`src/rtl/period_meter_pkg.sv`:
```
// Shared state encoding and default sizing for the period meter.
package period_meter_pkg;

  localparam int DEF_W           = 16;
  localparam int DEF_SYNC_STAGES = 2;

  typedef enum logic [1:0] {
    ST_IDLE    = 2'd0,
    ST_ARM     = 2'd1,
    ST_MEASURE = 2'd2
  } state_t;

endpackage

```
`src/rtl/sync_edge_detect.sv`:
```
// Multi-stage synchroniser for an asynchronous input plus rising-edge detect
// on the synchronised level.
module sync_edge_detect
  import period_meter_pkg::*;
#(
  parameter int SYNC_STAGES = DEF_SYNC_STAGES
) (
  input  logic i_clk,
  input  logic i_clear,
  input  logic i_d,
  output logic o_s,
  output logic o_rise
);

  logic [SYNC_STAGES-1:0] r_sync;
  logic                   r_s_prev;
  logic                   w_s;

  assign w_s = r_sync[SYNC_STAGES-1];

  always_ff @(posedge i_clk or posedge i_clear) begin
    if (i_clear) begin
      r_sync   <= '0;
      r_s_prev <= 1'b0;
    end else begin
      r_sync   <= {r_sync[SYNC_STAGES-2:0], i_d};
      r_s_prev <= w_s;
    end
  end

  assign o_s    = w_s;
  assign o_rise = w_s & ~r_s_prev;

endmodule

```
`src/rtl/period_meter.sv`:
```
// Measures period and high time of an asynchronous periodic input, in clk
// cycles, between consecutive rising edges; flags loss of signal on counter saturation.
module period_meter
  import period_meter_pkg::*;
#(
  parameter int W           = DEF_W,
  parameter int SYNC_STAGES = DEF_SYNC_STAGES
) (
  input  logic         i_clk,
  input  logic         i_clear,
  input  logic         i_en,
  input  logic         i_sig_in,
  output logic [W-1:0] o_period,
  output logic [W-1:0] o_high_time,
  output logic         o_valid,
  output logic         o_no_signal
);

  localparam logic [W-1:0] CNT_MAX = '1;
  localparam logic [W-1:0] CNT_ONE = W'(1);

  logic         w_s;
  logic         w_rise;

  state_t       r_state;
  logic [W-1:0] r_cnt;
  logic [W-1:0] r_hcnt;
  logic [W-1:0] r_period;
  logic [W-1:0] r_high_time;
  logic         r_valid;
  logic         r_no_signal;

  sync_edge_detect #(
    .SYNC_STAGES(SYNC_STAGES)
  ) u_sync (
    .i_clk  (i_clk),
    .i_clear(i_clear),
    .i_d    (i_sig_in),
    .o_s    (w_s),
    .o_rise (w_rise)
  );

  // Disable takes priority over everything; a rise coinciding with saturation is a real measurement.
  always_ff @(posedge i_clk or posedge i_clear) begin
    if (i_clear) begin
      r_state     <= ST_IDLE;
      r_cnt       <= '0;
      r_hcnt      <= '0;
      r_period    <= '0;
      r_high_time <= '0;
      r_valid     <= 1'b0;
      r_no_signal <= 1'b0;
    end else begin
      r_valid <= 1'b0;
      if (!i_en) begin
        r_state <= ST_IDLE;
        r_cnt   <= '0;
        r_hcnt  <= '0;
      end else begin
        case (r_state)
          ST_IDLE: begin
            r_state <= ST_ARM;
            r_cnt   <= '0;
            r_hcnt  <= '0;
          end
          ST_ARM: begin
            if (w_rise) begin
              r_state <= ST_MEASURE;
              r_cnt   <= CNT_ONE;
              r_hcnt  <= CNT_ONE;
            end
          end
          ST_MEASURE: begin
            if (w_rise) begin
              r_period    <= r_cnt;
              r_high_time <= r_hcnt;
              r_valid     <= 1'b1;
              r_no_signal <= 1'b0;
              r_cnt       <= CNT_ONE;
              r_hcnt      <= CNT_ONE;
            end else if (r_cnt == CNT_MAX) begin
              r_no_signal <= 1'b1;
              r_state     <= ST_ARM;
              r_cnt       <= '0;
              r_hcnt      <= '0;
            end else begin
              r_cnt <= r_cnt + CNT_ONE;
              if (w_s) begin
                r_hcnt <= r_hcnt + CNT_ONE;
              end
            end
          end
          default: begin
            r_state <= ST_IDLE;
            r_cnt   <= '0;
            r_hcnt  <= '0;
          end
        endcase
      end
    end
  end

  assign o_period    = r_period;
  assign o_high_time = r_high_time;
  assign o_valid     = r_valid;
  assign o_no_signal = r_no_signal;

endmodule
```
`config.mk`:
```
export PLATFORM = sky130hd
export DESIGN_NAME = period_meter
export DESIGN_NICKNAME = d
export VERILOG_FILES = /design/src/rtl/period_meter_pkg.sv /design/src/rtl/sync_edge_detect.sv /design/src/rtl/period_meter.sv
export SDC_FILE = /design/constraint.sdc
export NUM_CORES = 1
export LEC_CHECK = 0
export ABC_AREA = 1
export BUFFER_PORTS_ARGS = -buffer_cell sky130_fd_sc_hd__buf_2
export CORE_ASPECT_RATIO = 0.5
export CORE_MARGIN = 3
export CORE_UTILIZATION = 37
export CTS_BUF_LIST = sky130_fd_sc_hd__clkbuf_16
export DETAILED_ROUTE_END_ITERATION = 6
export PLACE_DENSITY_LB_ADDON = 0.2
export SLEW_MARGIN = 20
export SYNTH_ARGS = -nofsm -noshare
export SYNTH_HDL_FRONTEND = slang
export SYNTH_HIERARCHICAL = 1
export SYNTH_SLANG_ARGS = --single-unit
```
`constraint.sdc`:
```
create_clock -name i_clk -period 2 [get_ports i_clk]
set_clock_uncertainty 0.05 [all_clocks]
set_input_delay 0.1 -clock i_clk [delete_from_list [all_inputs] [get_ports i_clk]]
set_output_delay 0.1 -clock i_clk [all_outputs]
set_load 0.1 [all_outputs]
```
==> flow_summary.toml, run 1 <==
[status]
status = "finished clean"

[sta]
finalCritPeriodShare_pct = 91.3
fmax_ghz = 0.548
tns_ns = 0
rsz0062_at_grt = "false"
final.setup.worst_slack_ns = 0.175
min_period_ns = 1.83
finalSetupViolCount = 0
worst_slew_pin_slew_ns = 0.490
slew_violations = 0
hold_violations = 0
slew-limit-headroom_pct = 67.6

[cells_and_area]
antennaDiodeCount = 0
drive_above_1_share_pct = 17.1
final_common_cell = "nand2_1"
final_cell_mix = "98 x nand2_1, 71 x dfrtp_1, 53 x inv_1"
utilization_pct = 47.8
area_delta_synth_final_pct = 19.5
nets = 466

[floorplan]
ios = 38
die_h_um = 73.6
core_area_mm2 = 0.00843
fp-row-count = 23
initial_core_util_pct = 40.1
dieArea_mm2 = 0.0104
die_width_um = 141

[cts]
htreeDepth = 3
clk_latency_ns = 0.33
cts_root_buf = "clkbuf_16"
clock_path_buffers = 2
tritoncts = "yes"
numCtsBuffers = 9
cts.sinks = 71
path_clk_slew_ns = 0.05

[critical_path]
start_kind = "flop"
worstPathMaxFanout = 14
worstPathRequired_ns = 2.20
cp_cell_sequence = "ha_1, inv_1, nor2_4, nand4_4, nand3_4, nand2_4, clkinv_2, nand2_1, inv_1, nor2_1"
crit_path_frequent_cell = "inv_1"
crit_path_top_delay_cell = "dfrtp_1"
crit_arrival_ns = 2.03
crit_type = "flop to flop"
slowest_delay_ns = 0.40
reg2reg_depth = 10
crit_path_end_kind = "flop"

[yosys]
ys_types = 34
syn_avg_cell_area_um2 = 8.30
yosysTopAreaCellShare_pct = 52.6
synth_top_cell_by_area = "dfrtp_1"
synth_fp_nets = 415
synthTopCellsByArea = "dfrtp_1 53%, nand2_1 11%, inv_1 5.6%, o21ai_0 5.2%, nor2_1 3.9%"
yosys_register_bits = 71
ys_seq_area_share_pct = 52.6
syn_inst = 407
synth.cell_area_mm2 = 0.00338
yosysWarnings = 6

[place]
gp_congestion = 0.877
io_buffers = 37
pre_cts_ws_ns = 0.0999
dpl.hpwl_mm = 5.31

[routing]
num_vias = 2806
wl_per_cell_um = 13.1
routed_wl_mm = 7.53
ant_nets = 0
vias_per_cell = 4.89
drt_iter0_markers = 207
drc = 0
drt_first_pass_iters = 5

[job]
drv_cap = 0

[power_and_ir_drop]
leakagePower_uw = 0.00195
powerDensity_mw_per_mm2 = 880
peakVddDrop_v = 0.000427
finalPower_uw = 3550

[global_route]
grt_max_degree = 69
antenna_found_initial = 0
grt_pass1_wl_mm = 13.2
overflow = 0
grt_pass1_vias = 2755
track_usage_pct = 16.2

[hold_path]
holdPathStages = 3
hp-class = "input pin to flop"
## synth_stat cells
master and number:
nor2_4 3, nand4_1 11, nor2_2 6, nand2_4 1, ha_1 4, clkbuf_1 6
nand3_1 19, o21ai_1 10, and3_1 1, nand4_4 1, nand3b_1 2, dfrtp_1 71
buf_6 2, o211a_1 1, xor2_1 1, a22o_1 1, nand3_4 1, nor3_1 13
xnor2_1 1, o21ai_2 1, clkinv_2 1, inv_1 50, o21a_1 1, nor4_1 1
nand2_1 98, and2_1 1, nor2_1 35, nand2_2 3, buf_2 2, a32oi_1 1
a21oi_1 18, a31oi_1 2, o21ai_0 35, inv_2 3
## worst paths after layout
check	to	from	slack, ns
setup / recovery	r_hcnt[7]	r_cnt[0]	0.17
hold / removal	r_state[0]	i_en	0.06
setup reg to reg	r_hcnt[7]	r_cnt[0]	0.17
hold reg to reg	u_sync/r_sync[1]	u_sync/r_sync[0]	0.30
max in group asynchronous	o_high_time[0]	i_clear	1.26
min in group asynchronous	u_sync/r_s_prev	i_clear	0.14
## power breakdown
| part | internal [uW] | switching (uW) | total, uW |
|---|---|---|---|
| sequential | 1490 | 34.8 | 1530 |
| clock | 806 | 556 | 1360 |
| combinational | 172 | 487 | 659 |
| total | 2470 | 1080 | 3550 |
## kinds of logic after synthesis
family,count (synthesis),synth area share [%]
AOI/OAI and AO/OA,70,11.0
buffers and inverters,64,7.67
adders and majority gates,4,1.48
DFF,71,52.6
and+or+nand+nor,196,26.7
xor gates and xnor gates,2,0.519
## what timing repair did
action                     in CTS  in global routing
hold buffers                    2                  0
hold endpoints to repair       72                  0
setup endpoints to repair       0                 17
buffers inserted                0                  2
resized for setup               0                  3
## flip-flops by register name, indices dropped and copies added (netlist names)
register	count
o_high_time	16
o_no_signal	1
u_sync/r_s_prev	1
u_sync/r_sync	2
r_state	2
r_hcnt	16
r_cnt	16
o_valid	1
o_period	16
## through the flow
stage	cells	hold slack [ns]	area, um^2
2_1_floorplan	407	-0.196	3380
3_3_place_gp	555	-0.0660	3740
3_5_place_dp	555	-0.0609	3740
4_1_cts	572	0.0573	4010
5_1_grt	574	0.0803	4030
6_report	574	0.0613	4030
## routing by layer
layer / GRT usage (%) / share of wire (%)
met1: 22.1 / 51
met2: 25.5 / 44
met3: 4.10 / 4.2
met4: 5.16 / 1.1
met5: 0 / 0
## area by class of cell
type / count / area, um^2
flip-flops and latches: 71 / 1780
fillers: 849 / 4400
repair buffers: 50 / 313
clock buffers: 9 / 225
well taps: 112 / 140
inverters: 54 / 209
multi-input cells: 272 / 1350
clock inverters: 6 / 23.8
## worst max-delay path: cells and delay by family (launching register included)
family	cells	cell delay, ns
flip-flops	1	0.40
adder cells (fa/ha/maj)	1	0.22
buffers and inverters	3	0.35
AND/OR/NAND/NOR	6	0.73
Note: power is estimated with default switching activity, not from simulation.
==> run 2, diff against run 1 <==
--- a/config.mk
+++ b/config.mk
@@ -13,8 +13,8 @@
 export CTS_BUF_LIST = sky130_fd_sc_hd__clkbuf_16
 export DETAILED_ROUTE_END_ITERATION = 6
 export PLACE_DENSITY_LB_ADDON = 0.2
+export RECOVER_POWER = 50
 export SLEW_MARGIN = 20
 export SYNTH_ARGS = -nofsm -noshare
 export SYNTH_HDL_FRONTEND = slang
-export SYNTH_HIERARCHICAL = 1
 export SYNTH_SLANG_ARGS = --single-unit
==> run 2 against run 1 <==
Net effect: non-clock buffer count down 6; clock-buffer cell count unchanged; power up 1.3%; combinational power down 17%; flip-flop and latch count unchanged; hold slack better by 0.0086 ns; critical path type unchanged; largest cell class unchanged; largest power group is now the clock network.
==> flow_summary.toml, run 2 <==
[cells_and_area]
fillCellCount = 910
area_delta_synth_final_pct = 16.8
final_common_cell = "nand2_1"
antennaDiodeCount = 0
final_cell_mix = "131 x nand2_1, 71 x dfrtp_1, 55 x inv_1"
utilization_pct = 46.1
instances_no_fill = 598
nets = 484
drive_above_1_share_pct = 14.1
regArea_mm2 = 0.00178
multi_input_area_mm2 = 0.00148

[critical_path]
reg2reg_depth = 10
worstPathMaxFanout = 14
start_kind = "flop"
crit_arrival_ns = 1.95
ff2ff_setup_slack_ns = 0.23
r2r-start = "r_cnt[0]"
worstPathRequired_ns = 2.18
crit_path_end_kind = "flop"
crit_start = "r_cnt[0]"
crit_type = "flop to flop"
r2r-end = "r_hcnt[2]"
endpoint = "r_hcnt[2]"

[yosys]
syn_avg_cell_area_um2 = 8.26
yosysMostFrequentCell = "nand2_1"
synth_top_cell_by_area = "dfrtp_1"
yosysTopAreaCellShare_pct = 50.0
synth_edf_count = 0
synth_top_flop_cell = "dfrtp_1"
synth_fp_nets = 438
yosys_register_bits = 71
ys_seq_area_share_pct = 50.0
synthTopCellsByArea = "dfrtp_1 50%, nand2_1 14%, o21ai_0 5.9%, inv_1 5.8%, xor2_1 3.7%"
synth.cell_area_mm2 = 0.00355
syn_inst = 430
synth_common_cells = "131 x nand2_1, 71 x dfrtp_1, 55 x inv_1"
ys_types = 31
yosysWarnings = 0
async_flop_share_pct = 100

[power_and_ir_drop]
peakVddDrop_v = 0.000409
pwr-share-seq_pct = 42.2
p_int_uw = 2560
powerDensity_mw_per_mm2 = 866
power_frac_comb_pct = 15.2
leakagePower_uw = 0.00202
swShare_pct = 28.7
clkPwrFrac_pct = 42.6
p_switching_uw = 1030

[cts]
clock_path_buffers = 2
cts.sinks = 71
cts_root_buf = "clkbuf_16"
clk_latency_ns = 0.34
ctsHoldBuffers = 2
htreeDepth = 3
cts.repair.resized = 0
tritoncts = "yes"
path_clk_slew_ns = 0.05
postCtsSetupBuffers = 0
numCtsBuffers = 9

[routing]
num_vias = 2771
ant_nets = 0
drc = 0
routed_wl_mm = 7.56
vias_per_cell = 4.63
drt_first_pass_iters = 4
drt_iter0_markers = 222
wl_per_cell_um = 12.6

[sta]
min_period_ns = 1.77
slew-limit-headroom_pct = 22.3
rsz0062_at_grt = "false"
tns_ns = 0
worst_slew_pin_slew_ns = 1.17
finalSetupViolCount = 0
hold_violations = 0
finalCritPeriodShare_pct = 88.6
whs_ns = 0.0699
slew_violations = 0
fmax_ghz = 0.564

[global_route]
overflow = 0
grt_pass1_wl_mm = 13.2
track_usage_pct = 15.7
antenna_found_initial = 0
grt_max_degree = 72
grt_pass1_vias = 2713

[floorplan]
die_h_um = 75.3
initial_core_util_pct = 39.4
core_area_mm2 = 0.00901
die_width_um = 145
fp-row-count = 24
ios = 38
dieArea_mm2 = 0.0109

[place]
dpl.hpwl_mm = 5.28
dp.cells = 580
gp_congestion = 0.823
io_buffers = 37

[status]
status = "finished clean"

[job]
drv_cap = 0

[hold_path]
hp-class = "input pin to flop"
[run 2: per-layer routing]
metal / global-route usage [%] / wire length [um] / vias up
li1: - / - / 1447
met1: 21.8 / 4000 / 1278
met2: 23.4 / 3150 / 37
met3: 5.01 / 285 / 9
met4: 5.27 / 118 / 0
met5: 0 / 0 / -
[run 2: how the worst min path moves through the flow]
stage,slack (ns),cells after the start,startpoint,endpoint
2_1_floorplan,0.08,0,i_sig_in,u_sync.r_sync[0]
3_5_place_dp,0.16,1,i_sig_in,u_sync.r_sync[0]
5_1_grt,0.1,3,i_en,r_state[0]
6_report,0.07,3,i_en,r_state[0]
3_3_place_gp,0.16,3,i_clear,o_period[2]
4_1_cts,0.06,3,i_en,r_state[0]
[run 2: cell families (layout without fill, tap and decap cells)]
logic type | Yosys count | in the layout | synth area share, %
buffers and inverters | 72 | 123 | 8.38
adders and majority gates | 4 | 4 | 1.41
xor gates and xnor gates | 16 | 16 | 3.95
DFF | 71 | 71 | 50.0
and+or+nand+nor | 211 | 211 | 27.8
AOI/OAI and AO/OA | 56 | 56 | 8.45
[run 2: layout make-up]
class                      count  area share [%]
timing repair buffer          44            5.46
clock inverter                 7            1.33
inverter                      63            5.85
tap                          117            3.53
clock buffer                   9            5.43
multi-input combinational    287            35.6
sequential                    71            42.8
[run 2: critical path: stages, from the launching register on]
cell and delay [ns]:
dfrtp_1 0.41, ha_1 0.25, nand3_4 0.11, nor2_4 0.18, nand2_2 0.10, nand3_4 0.15
nand2_8 0.14, inv_2 0.12, nand2_1 0.05, nand2_1 0.06, inv_1 0.03
[run 2: power by group through the flow]
stage | Clock [uW] | Combinational, uW | Sequential [uW]
floorplan | 0 | 368 | 1610
global placement | 0 | 546 | 1540
detailed placement | 0 | 547 | 1540
CTS | 1570 | 551 | 1520
global route | 1630 | 619 | 1520
finish | 1530 | 547 | 1520
[run 2: metrics by stage]
stage / total power, uW / cell area, um^2 / setup WS [ns]
after detailed placement: 2090 / 3880 / 0.214
after global routing: 3780 / 4150 / 0.0602
after CTS: 3640 / 4180 / 0.217
after floorplan: 1980 / 3550 / 0.0534
final: 3590 / 4150 / 0.228
after global placement: 2090 / 3880 / 0.243
